**src/rtl/dino_pkg.sv**
```systemverilog
// ============================================================================
// Module      : dino_pkg
// Description : Shared game-phase encoding and default timing for the dino
//               runner sequencer.
// Revision    : 1.0 - initial release
// ============================================================================
`default_nettype none

package dino_pkg;

    typedef enum logic [1:0] {
        OVER      = 2'd0,
        COUNTDOWN = 2'd1,
        RUN       = 2'd2,
        PAUSE     = 2'd3
    } game_state_e;

    localparam int unsigned c_START_TIME = 30000000;
    localparam int unsigned c_REARM_TIME = 100000;
    localparam int unsigned c_BLINK_BIT  = 22;
    localparam int unsigned c_SCORE_W    = 16;
    localparam int unsigned c_SLOTS      = 3;

endpackage

`default_nettype wire

```
**src/rtl/dino_rearm_timer.sv**
```systemverilog
// ============================================================================
// Module      : dino_rearm_timer
// Description : Saturating idle counter; armed once the button has been
//               released for more than REARM_TIME cycles.
// Revision    : 1.0 - initial release
// ============================================================================
`default_nettype none

module dino_rearm_timer
    import dino_pkg::*;
#(
    parameter int unsigned REARM_TIME = c_REARM_TIME
) (
    input  logic clk,
    input  logic rst,
    input  logic clr_i,
    output logic armed_o
);

    localparam int unsigned          c_CTR_W = $clog2(REARM_TIME + 2);
    localparam logic [c_CTR_W-1:0]   c_SAT   = c_CTR_W'(REARM_TIME + 1);
    localparam logic [c_CTR_W-1:0]   c_LIMIT = c_CTR_W'(REARM_TIME);

    logic [c_CTR_W-1:0] ctr_q, ctr_d;

    always_comb begin
        ctr_d = ctr_q;
        if (clr_i) begin
            ctr_d = '0;
        end else if (ctr_q != c_SAT) begin
            ctr_d = ctr_q + 1'b1;
        end
    end

    always_ff @(posedge clk or posedge rst) begin
        if (rst) begin
            ctr_q <= '0;
        end else begin
            ctr_q <= ctr_d;
        end
    end

    assign armed_o = (ctr_q > c_LIMIT);

endmodule

`default_nettype wire

```
**src/rtl/dino_game_ctrl.sv**
```systemverilog
// ============================================================================
// Module      : dino_game_ctrl
// Description : Game phase sequencer (over/countdown/run/pause), restart
//               pulse, halt/game-over flags, blink gate and cactus latching.
//               Define DINO_HISCORE_EN to keep a best-score register.
// Revision    : 1.0 - initial release
// ============================================================================
`default_nettype none

module dino_game_ctrl
    import dino_pkg::*;
#(
    parameter int unsigned START_TIME = c_START_TIME,
    parameter int unsigned REARM_TIME = c_REARM_TIME,
    parameter int unsigned BLINK_BIT  = c_BLINK_BIT
) (
    input  logic                 clk,
    input  logic                 sys_rst,
    input  logic                 jump_in,
    input  logic                 halt_in,
    input  logic                 debug_in,
    input  logic                 collision,
    input  logic [c_SCORE_W-1:0] score_in,
    input  logic [c_SLOTS-1:0]   cactus_select,
    input  logic [c_SLOTS-1:0]   random,
    output logic                 game_rst,
    output logic                 game_halt,
    output logic                 game_over,
    output logic                 start_blink,
    output logic [c_SLOTS-1:0]   cactus_type,
    output logic [1:0]           state,
    output logic [c_SCORE_W-1:0] hiscore
);

    // Counter must be wide enough both for the countdown and the blink bit.
    localparam int unsigned        c_CNT_BITS = $clog2(START_TIME + 1);
    localparam int unsigned        c_CTR_W    = (c_CNT_BITS > BLINK_BIT) ? c_CNT_BITS : BLINK_BIT + 1;
    localparam logic [c_CTR_W-1:0] c_LAST     = c_CTR_W'(START_TIME - 1);

    game_state_e          state_q, state_d;
    logic [c_CTR_W-1:0]   start_ctr_q, start_ctr_d;
    logic                 game_rst_q, game_rst_d;
    logic                 game_halt_q, game_halt_d;
    logic                 game_over_q, game_over_d;
    logic                 start_blink_q, start_blink_d;
    logic [c_SLOTS-1:0]   cactus_type_q, cactus_type_d;
    logic [c_SLOTS-1:0]   sel_last_q;
    logic [c_SLOTS-1:0]   w_cactus_rise;
    logic                 w_armed;

    dino_rearm_timer #(
        .REARM_TIME (REARM_TIME)
    ) u_rearm (
        .clk     (clk),
        .rst     (sys_rst),
        .clr_i   (jump_in),
        .armed_o (w_armed)
    );

    always_comb begin
        state_d     = state_q;
        start_ctr_d = start_ctr_q;
        game_rst_d  = 1'b0;
        case (state_q)
            OVER: begin
                if (jump_in && w_armed) begin
                    state_d     = COUNTDOWN;
                    game_rst_d  = 1'b1;
                    start_ctr_d = '0;
                end
            end
            COUNTDOWN: begin
                if (!halt_in) begin
                    if (start_ctr_q == c_LAST) begin
                        state_d = RUN;
                    end else begin
                        start_ctr_d = start_ctr_q + 1'b1;
                    end
                end
            end
            RUN: begin
                if (collision && !debug_in) begin
                    state_d = OVER;
                end else if (halt_in) begin
                    state_d = PAUSE;
                end
            end
            PAUSE: begin
                if (!halt_in) begin
                    state_d = RUN;
                end
            end
            default: state_d = OVER;
        endcase

        // Flags are derived from the next phase so they land on the same edge.
        game_halt_d   = (state_d != RUN);
        game_over_d   = (state_d == OVER);
        start_blink_d = (state_d == COUNTDOWN) ? start_ctr_d[BLINK_BIT] : 1'b1;
    end

    assign w_cactus_rise = cactus_select & ~sel_last_q;
    assign cactus_type_d = (w_cactus_rise & random) | (~w_cactus_rise & cactus_type_q);

    always_ff @(posedge clk or posedge sys_rst) begin
        if (sys_rst) begin
            state_q       <= OVER;
            start_ctr_q   <= '0;
            game_rst_q    <= 1'b0;
            game_halt_q   <= 1'b1;
            game_over_q   <= 1'b1;
            start_blink_q <= 1'b1;
            cactus_type_q <= '0;
            sel_last_q    <= '0;
        end else begin
            state_q       <= state_d;
            start_ctr_q   <= start_ctr_d;
            game_rst_q    <= game_rst_d;
            game_halt_q   <= game_halt_d;
            game_over_q   <= game_over_d;
            start_blink_q <= start_blink_d;
            cactus_type_q <= cactus_type_d;
            sel_last_q    <= cactus_select;
        end
    end

`ifdef DINO_HISCORE_EN
    logic [c_SCORE_W-1:0] hiscore_q;

    always_ff @(posedge clk or posedge sys_rst) begin
        if (sys_rst) begin
            hiscore_q <= '0;
        end else if ((state_q == RUN) && (state_d == OVER) && (score_in > hiscore_q)) begin
            hiscore_q <= score_in;
        end
    end

    assign hiscore = hiscore_q;
`else
    logic w_unused_score;
    assign w_unused_score = &{1'b0, score_in};
    assign hiscore        = '0;
`endif

    assign game_rst    = game_rst_q;
    assign game_halt   = game_halt_q;
    assign game_over   = game_over_q;
    assign start_blink = start_blink_q;
    assign cactus_type = cactus_type_q;
    assign state       = state_q;

endmodule

`default_nettype wire
```
**config.mk**
```make
export PLATFORM = sky130hd
export DESIGN_NAME = dino_game_ctrl
export DESIGN_NICKNAME = d
export VERILOG_FILES = /design/src/rtl/dino_pkg.sv /design/src/rtl/dino_rearm_timer.sv /design/src/rtl/dino_game_ctrl.sv
export SDC_FILE = /design/constraint.sdc
export NUM_CORES = 1
export LEC_CHECK = 0
export ABC_AREA = 1
export BUFFER_PORTS_ARGS = -buffer_cell sky130_fd_sc_hd__buf_4
export CORE_MARGIN = 3
export CORE_UTILIZATION = 30
export DETAILED_ROUTE_END_ITERATION = 8
export PLACE_DENSITY = 0.5
export RECOVER_POWER = 50
export SETUP_SLACK_MARGIN = 0.5
export SLEW_MARGIN = 20
export SYNTH_ARGS = -nofsm -noshare
export SYNTH_HDL_FRONTEND = slang
export SYNTH_SLANG_ARGS = --single-unit
```
**constraint.sdc**
```tcl
create_clock -name clk -period 4.4 [get_ports clk]
set_input_delay 0.66 -clock clk [delete_from_list [all_inputs] [get_ports clk]]
set_output_delay 0.66 -clock clk [all_outputs]
set_load 0.01 [all_outputs]
```
Word-level counts from Yosys, hierarchy flattened
Cells that the tools add are included.
Widths: inputs -> output; s select.
{"block": "classes", "n_addsub": 2, "order_cmp": 1, "n_eq_ne": 10, "mux": 16, "n_bitwise": 6, "n_reduce_logical": 8}
{"cell": "$mux 25", "n": 3}
{"cell": "$pmux 25 s2", "n": 1}
{"cell": "$mux 17", "n": 2}
{"cell": "$add 25x1->25 const B", "n": 1}
{"cell": "$eq 25x25->1 const B", "n": 1}
{"cell": "$add 17x1->17 const B", "n": 1}
{"cell": "$gt 17x17->1 const B", "n": 1}
{"cell": "$ne 17x17->1 const B", "n": 1}
{"cell": "$mux 2", "n": 6}
{"cell": "$and 3x3->3", "n": 3}
{"cell": "$ne 2x2->1 const B", "n": 4}
{"cell": "$pmux 2 s4", "n": 1}
{"cell": "$not 3->3", "n": 2}
{"cell": "$eq 2x1->1 const B", "n": 2}
{"cell": "$eq 2x2->1 const B", "n": 2}
{"cell": "$logic_not 2->1", "n": 2}
{"cell": "$reduce_and 4->1", "n": 1}
{"cell": "$reduce_bool 2->1", "n": 2}
{"cell": "$mux 1", "n": 3}
{"cell": "$or 3x3->3", "n": 1}
{"cell": "$logic_and 1x1->1", "n": 2}
{"cell": "$logic_not 1->1", "n": 1}
{"block": "totals", "reg_bits": 54, "input_bits": 28, "output_inout_bits": 25}

Depth between registers and ports, before layout
{"block": "depth", "ltp_word": 6, "ltp_mapped": 12, "mapped_depth_nobuf": 12}

Hierarchy
Synthesis repeated with hierarchy kept, for this count alone.
{"block": "hier_totals", "cells_unflattened": 533, "area_unflattened_um2": 3542.1}
{"mod": "dino_game_ctrl", "instances": 1, "cells_per_inst": 344, "area_each_um2": 2374.8}
{"mod": "dino_rearm_timer", "instances": 1, "cells_per_inst": 189, "area_each_um2": 1167.4}

Least setup slack after synthesis
No wires, ideal clock.
{"block": "synth_path", "path_kind": "register to register", "from": "reg start_ctr_q[0]", "to": "reg start_ctr_q[3]", "t_arrival_ns": 1.592, "t_required_ns": 4.326, "path_slack_ns": 2.734, "path_stages_with_launch": 11, "n_path_buf": 1, "synth_period_minus_slack_ns": 1.666, "path_cell_list": "dfrtp_1 > ha_1 > nand2_2 > nor2_4 > nand2_4 > nor2_8 > nand3_4 > nand2_8 > nand2_4 > buf_6 > o21ai_2"}
{"block": "synth_between", "elab_chain_cells": 4, "word_cells_on_any_way": 7, "classes_between": "add/sub (1); eq/ne (2); mux (3); reduce/logical (1)"}
{"element": "from (decl)", "line": "dino_game_ctrl.sv:41", "source": "logic [c_CTR_W-1:0] start_ctr_q, start_ctr_d;"}
{"element": "from (signal assigned)", "line": "dino_game_ctrl.sv:117", "source": "start_ctr_q <= start_ctr_d;"}
{"element": "$add 25x1->25", "line": "dino_game_ctrl.sv:77", "source": "start_ctr_d = start_ctr_q + 1'b1;"}
{"element": "$mux 25", "line": "dino_game_ctrl.sv:74", "source": "if (start_ctr_q == c_LAST) begin"}
{"element": "$mux 25", "line": "dino_game_ctrl.sv:73", "source": "if (!halt_in) begin"}
{"element": "$pmux 25 s2", "line": "dino_game_ctrl.sv:64", "source": "case (state_q)"}
Parallel ways exist; a longest one is shown, timed or not. The select of a mux whose other input is x is not followed.
A chain may end at the register's enable or synchronous reset.

==> impl_metrics.env <==
export IMPL_die_x_um=113
export IMPL_pre_cts_slack_ns=2.00
export IMPL_hold_viol=0
export IMPL_post_cts_resized=0
export IMPL_period_minus_slack_ns=2.75
export IMPL_stdcell_area_um2=3770
export IMPL_placed_cells=624
export IMPL_holdBufCountCts=0
export IMPL_whs_ns=0.491
export IMPL_critPathMaxFanout=36
export IMPL_htreeDepth=2
export IMPL_nets=523
export IMPL_critPathKind="input pin to async pin"
export IMPL_clock_sinks=54
export IMPL_cts_root_buffer="clkbuf_16"
export IMPL_min_period_over_period_pct=62.5
export IMPL_io_pins=53
export IMPL_total_power_mw=1.16
export IMPL_cts_buffer_depth=2
export IMPL_max_vdd_ir_drop_mv=0.144
export IMPL_cp_data_arrival_time_ns=2.78
export IMPL_setup_viol=0
export IMPL_num_rows=38
export IMPL_drtIter0Drc=169
export IMPL_start_util_pct=31.1
export IMPL_p_per_area_nw_per_um2=308
export IMPL_drc=0
export IMPL_wl_um=8120
export IMPL_synthDistinctLibCells=38
export IMPL_grt_first_pass_wirelength_um=13700
export IMPL_worst_ep_required_time_ns=4.43
export IMPL_fin_cells=632
export IMPL_diodes=0
export IMPL_fillers=1155
export IMPL_skew_ns=0.00450
export IMPL_violations="max-capacitance violations, max-slew violations"
export IMPL_grt_max_degree=37
export IMPL_clock_latency_ns=0.29
export IMPL_rsz0062_at_grt="no"
export IMPL_setup_slack_ns=1.65
export IMPL_antenna_found_initial=0
export IMPL_area_growth_pct=10.5
export IMPL_cts_tree="done"
export IMPL_fin_util_pct=34.3
export IMPL_die_area_um2=12700
export IMPL_grt_overflow_total=0
export IMPL_fin_setup_tns_ns=0
export IMPL_ys_ff_latch=54
export IMPL_avgSynthCellArea_um2=7.26
export IMPL_start_kind="input pin"
export IMPL_worstMarginPinSlew_ns=1.94
export IMPL_cap_violations=1
export IMPL_gp_routability_congestion=0.875
export IMPL_routed_via_density=4.70
export IMPL_fmax_mhz=364
export IMPL_layout_drive_gt1_share_pct=11.2
export IMPL_final_common_cell="nand2_1"
export IMPL_status="finished, violations left"
export IMPL_track_usage_pct=13.2
export IMPL_cts_setup_buffers=0
export IMPL_final_cell_mix="nand2_1, nor2_1, inv_1"
export IMPL_first_pass_iters=6
export IMPL_cts_buffers=5
export IMPL_die_h_um=113
export IMPL_grt_pass1_vias=2833
export IMPL_ys_seq_area_share_pct=39.7
export IMPL_port_buffers=20
export IMPL_vias=2970
export IMPL_slew_headroom_pct=-29.5
export IMPL_power_leakage_nw=1.75
export IMPL_postRouteAntennaNets=0
export IMPL_synth_warnings=0
export IMPL_final_max_slew_violation_count=37
export IMPL_synth_cells=470
export IMPL_hpwl_um=6140
export IMPL_syn_cell_area_um2=3410
export IMPL_placed_area_um2=3640
export IMPL_endpoint_kind="async pin"
export IMPL_coreArea_um2=11000
export IMPL_routedWlPerCell_um=12.8
export IMPL_clkTransAtPathRegs_ns=0.07
export IMPL_worstHoldPathType="input pin to async pin"
==> report_power, final <==
part	total [mW]	internal, mW	switching (mW)
Combinational	0.174	0.0617	0.113
Clock	0.399	0.211	0.187
Sequential	0.587	0.536	0.0514
Total	1.16	0.809	0.351
==> layer usage <==
layer	part of all wire [%]	GRT usage, %	vias to the layer above
met2	45	21.1	53
li1	-	-	1538
met5	0	0	-
met1	50	18.5	1374
met3	3.7	2.26	5
met4	1.0	3.77	0
==> Yosys cell counts (all sizes together) <==
| library cell | instances | area share, % |
|---|---|---|
| o31ai | 2 | 0.44 |
| nor2 | 82 | 10 |
| nor4 | 2 | 0.37 |
| o211ai | 1 | 0.22 |
| buf | 19 | 4.3 |
| clkbuf | 3 | 0.33 |
| xnor2 | 1 | 0.26 |
| a21oi | 14 | 2.2 |
| nand2 | 106 | 13 |
| conb | 1 | 0.11 |
| clkinv | 2 | 0.22 |
| xor2 | 7 | 1.8 |
| inv | 58 | 6.4 |
| nand3 | 49 | 7.7 |
| ha | 4 | 1.5 |
| nand4 | 17 | 3.1 |
| or2 | 1 | 0.18 |
| and3 | 1 | 0.18 |
| a31oi | 3 | 0.55 |
| o21ai | 28 | 5.2 |
| nor3 | 12 | 1.8 |
| nand3b | 3 | 0.66 |
| dfstp | 3 | 2.3 |
| dfrtp | 51 | 37 |
==> worst paths after layout <==
kind,startpoint,end,slack [ns],depth (start not counted)
setup / recovery,sys_rst,u_rearm.ctr_q[13],1.65,3
min in group clk,u_rearm.ctr_q[8],u_rearm.ctr_q[8],0.49,1
hold reg to reg,u_rearm.ctr_q[8],u_rearm.ctr_q[8],0.49,1
hold / removal,sys_rst,sel_last_q[1],0.49,2
max in group clk,start_ctr_q[0],start_ctr_q[4],2.13,9
setup reg to reg,start_ctr_q[0],start_ctr_q[4],2.13,9
==> sequential cells by signal, indices dropped and copies added (netlist names), named ones only <==
| register | cells |
|---|---|
| game_halt | 1 |
| state | 2 |
| u_rearm.ctr_q | 17 |
| start_ctr_q | 25 |
| start_blink | 1 |
| sel_last_q | 3 |
| game_over | 1 |
| game_rst | 1 |
==> final cells by class <==
class	count	area, um2	area share, %
multi-input cells	349	1730	45.9
flip-flops and latches	54	1360	36.0
inverters	60	225	5.98
well taps	140	175	4.65
repair buffers	21	139	3.69
clock buffers	5	125	3.32
clock inverters	3	21.3	0.564
==> worst max-delay path: stages <==
cell and delay [ns]:
clkbuf_4 0.10, inv_1 0.53, clkbuf_1 1.45
==> kinds of logic (layout without fill, tap and decap cells) <==
family,after synthesis,count (layout),share of synthesized area (%)
compound gates,48,48,8.58
flops,54,54,39.7
fa+ha+maj,4,4,1.47
other cells,1,16,0.110
buf+inv,82,89,11.3
xor+xnor,8,8,2.05
simple gates,273,273,36.8
(Power assumes the default switching activity.)
